[src/rtl/bus_timer_pkg.sv]
// Shared constants and types for the bus_timer machine timer.
// Register selects are word indices taken from address bits [4:2].
package bus_timer_pkg;

  localparam logic [2:0] REG_MTIME_LO    = 3'd0;
  localparam logic [2:0] REG_MTIME_HI    = 3'd1;
  localparam logic [2:0] REG_MTIMECMP_LO = 3'd2;
  localparam logic [2:0] REG_MTIMECMP_HI = 3'd3;
  localparam logic [2:0] REG_CTRL        = 3'd4;
  localparam logic [2:0] REG_PRESCALE    = 3'd5;

  localparam int CTRL_ENABLE  = 0;
  localparam int CTRL_IRQ_EN  = 1;
  localparam int CTRL_PENDING = 2;

  localparam logic [63:0] MTIMECMP_RESET = 64'hFFFF_FFFF_FFFF_FFFF;

  typedef enum logic {
    ST_IDLE = 1'b0,
    ST_ACK  = 1'b1
  } bus_state_e;

endpackage

[src/rtl/bus_timer_if.sv]
// Request/ready bus between the CPU address decoder (master) and the timer (slave).
interface bus_timer_if;

  logic        i_request;
  logic        i_rw;
  logic [31:0] i_address;
  logic [31:0] i_wdata;
  logic [31:0] o_rdata;
  logic        o_ready;

  modport master (
    output i_request, i_rw, i_address, i_wdata,
    input  o_rdata, o_ready
  );

  modport slave (
    input  i_request, i_rw, i_address, i_wdata,
    output o_rdata, o_ready
  );

endinterface

[src/rtl/bus_timer_prescaler.sv]
// Divides the clock by period_i (0 treated as 1) and emits a one-cycle tick.
module bus_timer_prescaler (
  input  logic        clock_i,
  input  logic        reset_ni,
  input  logic        enable_i,
  input  logic [31:0] period_i,
  input  logic        clear_i,
  output logic        tick_o
);

  logic [31:0] count_q, count_d;
  logic [31:0] lastCount;

  // ">=" keeps the counter from running away if the period ever shrinks below it.
  always_comb begin
    lastCount = (period_i == 32'd0) ? 32'd0 : period_i - 32'd1;
    tick_o    = enable_i && !clear_i && (count_q >= lastCount);
    count_d   = count_q;
    if (clear_i || tick_o) begin
      count_d = '0;
    end else if (enable_i) begin
      count_d = count_q + 32'd1;
    end
  end

  always_ff @(posedge clock_i) begin
    if (!reset_ni) begin
      count_q <= '0;
    end else begin
      count_q <= count_d;
    end
  end

endmodule

[src/rtl/bus_timer.sv]
// Memory-mapped 64-bit machine timer (mtime/mtimecmp) on the request/ready bus.
// Optional macro TIMER_SNAPSHOT_EN: a MTIME_LO read latches mtime[63:32] for the next MTIME_HI read.
module bus_timer
  import bus_timer_pkg::*;
#(
  parameter int unsigned PRESCALE = 50
) (
  input  logic        i_clock,
  input  logic        i_reset_n,
  bus_timer_if.slave  bus,
  output logic        o_interrupt
);

  bus_state_e  state_q, state_d;
  logic        ready_q, ready_d;
  logic [31:0] rdata_q, rdata_d;
  logic [63:0] mtime_q, mtime_d;
  logic [63:0] mtimecmp_q, mtimecmp_d;
  logic        ctrlEnable_q, ctrlEnable_d;
  logic        irqEn_q, irqEn_d;
  logic [31:0] prescale_q, prescale_d;
  logic        irq_q, irq_d;

  logic        access, wrEn, rdEn, tick, pending, prescaleClear;
  logic [2:0]  regSel;
  logic [31:0] readValue;
  logic [31:0] mtimeHiRead;
  logic        unused_addr;

  assign unused_addr = ^{bus.i_address[31:5], bus.i_address[1:0]};

  always_comb begin
    state_d = state_q;
    ready_d = ready_q;
    access  = 1'b0;
    case (state_q)
      ST_IDLE: begin
        ready_d = 1'b0;
        if (bus.i_request) begin
          access  = 1'b1;
          ready_d = 1'b1;
          state_d = ST_ACK;
        end
      end
      ST_ACK: begin
        if (!bus.i_request) begin
          ready_d = 1'b0;
          state_d = ST_IDLE;
        end
      end
      default: begin
        ready_d = 1'b0;
        state_d = ST_IDLE;
      end
    endcase
  end

  assign wrEn          = access && bus.i_rw;
  assign rdEn          = access && !bus.i_rw;
  assign regSel        = bus.i_address[4:2];
  assign pending       = (mtime_q >= mtimecmp_q);
  assign prescaleClear = wrEn && (regSel == REG_PRESCALE);

  bus_timer_prescaler u_prescaler (
    .clock_i  (i_clock),
    .reset_ni (i_reset_n),
    .enable_i (ctrlEnable_q),
    .period_i (prescale_q),
    .clear_i  (prescaleClear),
    .tick_o   (tick)
  );

`ifdef TIMER_SNAPSHOT_EN
  logic [31:0] shadow_q, shadow_d;

  always_comb begin
    shadow_d = shadow_q;
    if (rdEn && (regSel == REG_MTIME_LO)) begin
      shadow_d = mtime_q[63:32];
    end
  end

  always_ff @(posedge i_clock) begin
    if (!i_reset_n) begin
      shadow_q <= '0;
    end else begin
      shadow_q <= shadow_d;
    end
  end

  assign mtimeHiRead = shadow_q;
`else
  assign mtimeHiRead = mtime_q[63:32];
`endif

  always_comb begin
    readValue = '0;
    case (regSel)
      REG_MTIME_LO:    readValue = mtime_q[31:0];
      REG_MTIME_HI:    readValue = mtimeHiRead;
      REG_MTIMECMP_LO: readValue = mtimecmp_q[31:0];
      REG_MTIMECMP_HI: readValue = mtimecmp_q[63:32];
      REG_CTRL: begin
        readValue[CTRL_ENABLE]  = ctrlEnable_q;
        readValue[CTRL_IRQ_EN]  = irqEn_q;
        readValue[CTRL_PENDING] = pending;
      end
      REG_PRESCALE:    readValue = prescale_q;
      default:         readValue = '0;
    endcase
  end

  // A bus write to either mtime half overrides (and swallows) a coincident tick.
  always_comb begin
    rdata_d      = rdEn ? readValue : rdata_q;
    mtime_d      = tick ? mtime_q + 64'd1 : mtime_q;
    mtimecmp_d   = mtimecmp_q;
    ctrlEnable_d = ctrlEnable_q;
    irqEn_d      = irqEn_q;
    prescale_d   = prescale_q;
    irq_d        = irqEn_q && pending;
    if (wrEn) begin
      case (regSel)
        REG_MTIME_LO:    mtime_d = {mtime_q[63:32], bus.i_wdata};
        REG_MTIME_HI:    mtime_d = {bus.i_wdata, mtime_q[31:0]};
        REG_MTIMECMP_LO: mtimecmp_d = {mtimecmp_q[63:32], bus.i_wdata};
        REG_MTIMECMP_HI: mtimecmp_d = {bus.i_wdata, mtimecmp_q[31:0]};
        REG_CTRL: begin
          ctrlEnable_d = bus.i_wdata[CTRL_ENABLE];
          irqEn_d      = bus.i_wdata[CTRL_IRQ_EN];
        end
        REG_PRESCALE:    prescale_d = bus.i_wdata;
        default:         ;
      endcase
    end
  end

  always_ff @(posedge i_clock) begin
    if (!i_reset_n) begin
      state_q      <= ST_IDLE;
      ready_q      <= 1'b0;
      rdata_q      <= '0;
      mtime_q      <= '0;
      mtimecmp_q   <= MTIMECMP_RESET;
      ctrlEnable_q <= 1'b0;
      irqEn_q      <= 1'b0;
      prescale_q   <= 32'(PRESCALE);
      irq_q        <= 1'b0;
    end else begin
      state_q      <= state_d;
      ready_q      <= ready_d;
      rdata_q      <= rdata_d;
      mtime_q      <= mtime_d;
      mtimecmp_q   <= mtimecmp_d;
      ctrlEnable_q <= ctrlEnable_d;
      irqEn_q      <= irqEn_d;
      prescale_q   <= prescale_d;
      irq_q        <= irq_d;
    end
  end

  assign bus.o_rdata = rdata_q;
  assign bus.o_ready = ready_q;
  assign o_interrupt = irq_q;

endmodule

[src/flat_wrapper.sv]
// flat-port wrapper written by rule: the top's interface ports become plain ports
module bus_timer_flat import bus_timer_pkg::*;
#(
  parameter int unsigned PRESCALE = 50
)
  (i_clock, i_reset_n, o_interrupt, bus_i_request, bus_i_rw, bus_i_address, bus_i_wdata, bus_o_rdata, bus_o_ready);
  bus_timer_if bus_i ();
  input  logic i_clock;
  input  logic i_reset_n;
  output logic o_interrupt;
  input wire logic [$bits(bus_i.i_request)-1:0] bus_i_request;
  input wire logic [$bits(bus_i.i_rw)-1:0] bus_i_rw;
  input wire logic [$bits(bus_i.i_address)-1:0] bus_i_address;
  input wire logic [$bits(bus_i.i_wdata)-1:0] bus_i_wdata;
  output wire logic [$bits(bus_i.o_rdata)-1:0] bus_o_rdata;
  output wire logic [$bits(bus_i.o_ready)-1:0] bus_o_ready;
  assign bus_i.i_request = bus_i_request;
  assign bus_i.i_rw = bus_i_rw;
  assign bus_i.i_address = bus_i_address;
  assign bus_i.i_wdata = bus_i_wdata;
  assign bus_o_rdata = bus_i.o_rdata;
  assign bus_o_ready = bus_i.o_ready;
  bus_timer #(.PRESCALE(PRESCALE)) u_core (.i_clock(i_clock), .i_reset_n(i_reset_n), .bus(bus_i), .o_interrupt(o_interrupt));
endmodule
[config.mk]
export PLATFORM = sky130hd
export DESIGN_NAME = bus_timer_flat
export DESIGN_NICKNAME = d
export VERILOG_FILES = /design/src/rtl/bus_timer_pkg.sv /design/src/rtl/bus_timer_if.sv /design/src/rtl/bus_timer_prescaler.sv /design/src/rtl/bus_timer.sv /design/src/flat_wrapper.sv
export SDC_FILE = /design/constraint.sdc
export NUM_CORES = 1
export LEC_CHECK = 0
export BUFFER_PORTS_ARGS = -buffer_cell sky130_fd_sc_hd__buf_2
export CAP_MARGIN = 20
export CORE_MARGIN = 8
export CORE_UTILIZATION = 55
export CTS_BUF_LIST = sky130_fd_sc_hd__clkbuf_8
export DETAILED_ROUTE_END_ITERATION = 8
export PLACE_DENSITY_LB_ADDON = 0.1
export SLEW_MARGIN = 20
export SYNTH_ARGS = -nofsm -noshare
export SYNTH_HDL_FRONTEND = slang
export SYNTH_SLANG_ARGS = --single-unit
[constraint.sdc]
create_clock -name i_clock -period 8.8 [get_ports i_clock]
set_input_delay 0.44 -clock i_clock [delete_from_list [all_inputs] [get_ports i_clock]]
set_output_delay 0.44 -clock i_clock [all_outputs]
set_load 0.02 [all_outputs]
== Word-level counts from Yosys, hierarchy flattened ==
Cells that the tools add are included.

* Add/sub/neg operators: 3
* Multipliers: 0
* Divide/modulo/power cells: 0
* $lt $le $gt $ge: 2
* Eq/ne operators: 8
* Shift-type cells: 0
* Multiplexer cells: 11
* Bitwise logic cells: 4
* Reductions and logical operators: 16

{| class="wikitable"
|+ Operator list
! cell !! count
|-
| $pmux W64 S2 || 2
|-
| $pmux W29 S5 || 1
|-
| $mux W64 || 2
|-
| $add A64 B1 Y64 const B || 1
|-
| $ge A64 B64 Y1 || 1
|-
| $add A32 B1 Y32 const B || 1
|-
| $ge A32 B32 Y1 || 1
|-
| $logic_not A32 Y1 || 1
|-
| $mux W32 || 1
|-
| $sub A32 B1 Y32 const B || 1
|-
| $pmux W3 S6 || 1
|-
| $eq A3 B2 Y1 const B || 2
|-
| $eq A3 B3 Y1 const B || 2
|-
| $logic_and A1 B1 Y1 || 6
|-
| $ne A2 B2 Y1 const B || 3
|-
| $reduce_and A3 Y1 || 2
|-
| $not A1 Y1 || 4
|-
| $reduce_and A2 Y1 || 2
|-
| $eq A3 B1 Y1 const B || 1
|-
| $logic_not A3 Y1 || 1
|-
| $mux W1 || 3
|-
| $logic_not A1 Y1 || 2
|-
| $pmux W1 S2 || 1
|-
| $reduce_or A2 Y1 || 1
|-
| $logic_or A1 B1 Y1 || 1
|}

* Flip-flop bits (word level): 229
* Bits in latches: 0
* Bits in writable memories: 0
* Bits in read-only memories: 0
* Input port bits: 68
* Memories: 0

== Longest topological paths before layout ==
* Depth in word-level cells: 10
* Gate-level depth with buffers: 20
* Depth with buffers taken out: 17

== Modules after synthesis ==
Synthesis repeated with hierarchy kept, for this count alone.

* Cell total of the unflattened synthesis: 1840
* Area total of the unflattened synthesis: 14365.0 µm²

{| class="wikitable"
|+ By module, submodules not included
! module !! instances !! cells an instance !! area an instance (µm²)
|-
| bus_timer || 1 || 1448 || 11339.6
|-
| bus_timer_prescaler || 1 || 392 || 3025.4
|}

== Worst setup path before layout ==
No wires, ideal clock.

* Path type: flip-flop to flip-flop
* From: register u_core.prescale_q[4]
* To: register u_core.mtime_q[49]
* Library setup time: 75 ps
* Data arrival time: 4510 ps
* Setup slack: 4216 ps
* Cell stages (with the launch flop): 20
* Path buffers: 2
* Cell sequence: dfxtp_1 > clkbuf_2 > or4_4 > nor4_1 > nor3b_2 > and3_1 > nand2_1 > nor4_1 > xor2_1 > nand2_1 > ha_1 > nand4_1 > nor4_4 > o2111ai_2 > nor2_1 > a22oi_4 > or3_1 > buf_2 > or4_1 > a31oi_1

* Longest elaborated chain between the ends: 7
* Elaborated cells between the ends (all ways): 8

{| class="wikitable"
|+ RTL lines
! element !! RTL line !! RTL
|-
| start: declaration || bus_timer.sv:21 || <nowiki>logic [31:0] prescale_q, prescale_d;</nowiki>
|-
| start signal: assignment || bus_timer.sv:147 || <nowiki>prescale_q <= 32'(PRESCALE);</nowiki>
|-
| start signal: assignment || bus_timer.sv:157 || <nowiki>prescale_q <= prescale_d;</nowiki>
|-
| $sub A32 B1 Y32 or $logic_not A32 Y1 (tied branches) || bus_timer_prescaler.sv:16 || <nowiki>lastCount = (period_i == 32'd0) ? 32'd0 : period_i - 32'd1;</nowiki>
|-
| $mux W32 * || bus_timer_prescaler.sv:16 ||
|-
| $ge A32 B32 Y1 * || bus_timer_prescaler.sv:17 || <nowiki>tick_o = enable_i && !clear_i && (count_q >= lastCount);</nowiki>
|-
| $logic_and A1 B1 Y1 * || bus_timer_prescaler.sv:17 ||
|-
| $mux W64 * || bus_timer.sv:116 || <nowiki>mtime_d = tick ? mtime_q + 64'd1 : mtime_q;</nowiki>
|-
| $pmux W64 S2 || bus_timer.sv:123 || <nowiki>case (regSel)</nowiki>
|-
| $mux W64 * || bus_timer.sv:122 || <nowiki>if (wrEn) begin</nowiki>
|-
| end signal: assignment || bus_timer.sv:153 || <nowiki>mtime_q <= mtime_d;</nowiki>
|-
| end: declaration || bus_timer.sv:17 || <nowiki>logic [63:0] mtime_q, mtime_d;</nowiki>
|}

Every way passes the cells marked *; elsewhere a longest branch is shown, timed or not.
A chain may end at the register's enable or synchronous reset.

== Final worst setup path ==
* From: register u_core.prescale_q[4]
* To: register u_core.mtime_q[54]

Same word-level chain as after synthesis.

==> flow_summary.toml <==
[floorplanning]
core_area_mm2 = 0.02576
die_h_um = 177.1
rows = 59
initial_core_util_pct = 55.42
die_w_um = 177.1
fp.dieArea_mm2 = 0.03137
ioPinCount = 102

[timing]
max_freq_mhz = 170.0
maxSlewViolCount = 0
finalSetupViolCount = 0
worst_pin_slew_ps = 998.0
min_period_ps = 5883
fin_skew_ps = 25.33
period_share_pct = 66.85
slew_headroom_pct = 33.47
timing.final.ws_setup_ps = 2917
hold_violations = 0
fin_setup_tns_ps = 0
hold_ws_ps = 171.7
rsz0062_at_grt = "no"

[route]
drtIter0Drc = 1279
first_pass_iters = 5
drc = 0
antenna_left = 0
vias = 13810
post_drt_wl_per_cell_um = 20.98
drt-vias-per-instance = 6.355
wl_um = 45580

[finish]
multi_input_area_mm2 = 0.008813
drive_gt1_share_pct = 10.83
layout_common_cells = "258 x nand2_1, 229 x dfxtp_1, 156 x nor2_1, 120 x a21oi_1, 100 x ha_1"
seq_area_mm2 = 0.004584
fillerInstances = 2376
area_growth_pct = 8.562
mostFrequentLayoutCell = "nand2_1"
nets = 1978

[clock_tree]
clock_path_buffers = 3
cts_buffers = 42
clock-sinks = 229
holdBufCountCts = 0
h-tree-depth = 2
cts_resized = 0
cts_tree = "built"
clk_pin_slew_ps = 60
clock_latency_ps = 560
cts_setup_buffers = 0
cts_root_buffer = "clkbuf_8"

[power]
p_per_area_mw_per_mm2 = 147.3
p_total_mw = 2.283
peakVddDrop_mv = 0.1148
p_leak_nw = 6.602

[worst_hold_path]
min_to = "u_core.prescale_q[15]$_SDFFE_PN0P_"
min_path_type = "in -> reg"
hp-start = "bus_i_wdata[15]"
min_path_cells = 3

[setup_path]
r2r_cells = 18
path_max_fanout = 22
r2r_end = "u_core.mtime_q[54]$_SDFFE_PN0P_"
crit_path_end_kind = "flop"
start_kind = "flop"
worstSetupPathType = "reg -> reg"
cp.required_ps = 9280
crit_arrival_ps = 6370
ff2ff_setup_slack_ps = 2920
rr_startpoint = "u_core.prescale_q[4]$_SDFFE_PN1P_"

[logic_synthesis]
ys.flop_type = "dfxtp_1"
yosysSeqAreaShare_pct = 32.11
synth_compound_area_share_pct = 21.81
synth-edff-count = 0
synthSimpleGateAreaFrac_pct = 22.27
synthArstFlopShare_pct = 0
ys_seq_elements = 229
syn-num-nets = 1965
synthesis.area_mm2 = 0.01428
synth_xor_area_share_pct = 3.374
synthMuxAreaShare_pct = 5.241
synthCells = 1797
synth.avg_cell_area_um2 = 7.945
ys_warn_count = 0
synth_top_family_by_area = "simple AND/OR/NAND/NOR gates"
synthAdderAreaFrac_pct = 8.763
synth_cell_types = 87

[global_route]
grt.total_usage_pct = 28.93
grt_start_max_net_pins = 94
grt_pass1_vias = 13220
antenna_found_initial = 1
grt_pass1_wl_um = 73130
grt.overflow.total = 0

[job]
cap_violations = 0

[placed_design]
place_congestion = 0.8749
portBuffers = 72
dpl.hpwl_um = 30340
pre_cts_slack_ps = 2985

[run_status]
status = "finished clean"
==> stage by stage <==
stage / util (%) / cell area, um2 / cells
6_report: 60.16 / 15500 / 2173
5_1_grt: 60.16 / 15500 / 2173
4_1_cts: 60.14 / 15490 / 2172
3_5_place_dp: 56.90 / 14660 / 2101
3_3_place_gp: 56.90 / 14660 / 2101
2_1_floorplan: - / 14280 / 1797
==> registers in the layout, indices dropped and copies added (netlist names) <==
signal,flops
u_core.bus.o_rdata,32
u_core.u_prescaler.count_q,32
u_core.state_q,1
u_core.bus.o_ready,1
u_core.irqEn_q,1
u_core.mtime_q,64
u_core.prescale_q,32
u_core.ctrlEnable_q,1
u_core.o_interrupt,1
u_core.mtimecmp_q,64
==> cell families (layout without fill, tap and decap cells) <==
| family | after synthesis | after routing |
|---|---|---|
| muxes | 71 | 71 |
| adders and majority gates | 100 | 100 |
| and+or+nand+nor | 665 | 665 |
| AOI/OAI and AO/OA | 466 | 466 |
| buffers and inverters | 211 | 251 |
| xor gates and xnor gates | 55 | 55 |
| DFF | 229 | 229 |
| other | 0 | 1 |
==> layout make-up <==
cell class	instances	share of cell area, %
Tap cell	335	2.704
Inverter	89	2.163
Sequential cell	229	29.58
Antenna cell	1	0.01614
Clock buffer	55	4.884
Timing Repair Buffer	91	3.302
Multi-Input combinational cell	1357	56.86
Clock inverter	16	0.4924
==> layer usage <==
metal | GRT usage (%) | vias up | part of all wire, %
li1 | - | 6592 | -
met1 | 38.35 | 6518 | 42
met5 | 0 | - | 0
met4 | 11.03 | 0 | 2.7
met3 | 4.801 | 89 | 9.0
met2 | 46.37 | 611 | 46
==> report_power, final <==
group          switching (mW)  internal (mW)  total, mW  leakage, nW
logic                   0.127         0.0601      0.187         4.29
clock network           0.471          0.557       1.03        0.461
registers              0.0156           1.05       1.07         1.85
total                   0.614           1.67       2.28         6.60
==> worst max-delay path: stages, from the launching register on <==
cell and delay [ps]:
dfxtp_1 390, or4_4 590, nor4_1 430, nor3b_2 360, and3_1 240, nand2_1 150
nor4_1 260, xor2_1 190, nand2_1 80, ha_1 300, nand4_1 180, nor4_4 380
a221oi_1 210, a211oi_1 400, a21o_1 130, buf_4 310, nand3_1 420, or4_1 630
a31oi_1 130
==> worst max path at each step <==
| stage | start | to | slack (ps) |
|---|---|---|---|
| final | u_core.prescale_q[4]$_SDFFE_PN1P_ | u_core.mtime_q[54]$_SDFFE_PN0P_ | 2920 |
| after global routing | u_core.prescale_q[4]$_SDFFE_PN1P_ | u_core.mtime_q[54]$_SDFFE_PN0P_ | 2560 |
| after CTS | u_core.prescale_q[4]$_SDFFE_PN1P_ | u_core.mtime_q[54]$_SDFFE_PN0P_ | 2960 |
| after detailed placement | u_core.prescale_q[4]$_SDFFE_PN1P_ | u_core.mtime_q[54]$_SDFFE_PN0P_ | 2990 |
| after global placement | u_core.prescale_q[4]$_SDFFE_PN1P_ | u_core.mtime_q[54]$_SDFFE_PN0P_ | 3120 |
| after floorplan | u_core.prescale_q[4]$_SDFFE_PN1P_ | u_core.mtime_q[49]$_SDFFE_PN0P_ | 4220 |
==> synthesized netlist by cell type (6+ instances only) <==
| library cell | n | area share [%] |
|---|---|---|
| a211oi_1 | 15 | 0.79 |
| a21o_1 | 9 | 0.47 |
| a21oi_1 | 122 | 4.3 |
| a22oi_1 | 45 | 2.4 |
| a31oi_1 | 27 | 1.2 |
| and3_1 | 16 | 0.70 |
| and4_1 | 7 | 0.43 |
| buf_1 | 12 | 0.32 |
| buf_2 | 8 | 0.28 |
| clkbuf_1 | 86 | 2.3 |
| dfxtp_1 | 229 | 32 |
| ha_1 | 100 | 8.8 |
| inv_1 | 88 | 2.3 |
| mux2i_1 | 68 | 4.8 |
| nand2_1 | 258 | 6.8 |
| nand3_1 | 51 | 1.8 |
| nand4_1 | 29 | 1.3 |
| nor2_1 | 157 | 4.1 |
| nor3_1 | 42 | 1.5 |
| nor4_1 | 27 | 1.2 |
| o211ai_1 | 83 | 4.4 |
| o21a_1 | 8 | 0.42 |
| o21ai_0 | 49 | 1.7 |
| o221ai_1 | 8 | 0.49 |
| o22ai_1 | 31 | 1.4 |
| o31a_1 | 9 | 0.55 |
| o31ai_1 | 7 | 0.37 |
| or3_1 | 14 | 0.61 |
| or3b_2 | 6 | 0.37 |
| or4_1 | 12 | 0.63 |
| xnor2_1 | 18 | 1.1 |
| xor2_1 | 37 | 2.3 |
(Power assumes the default switching activity.)
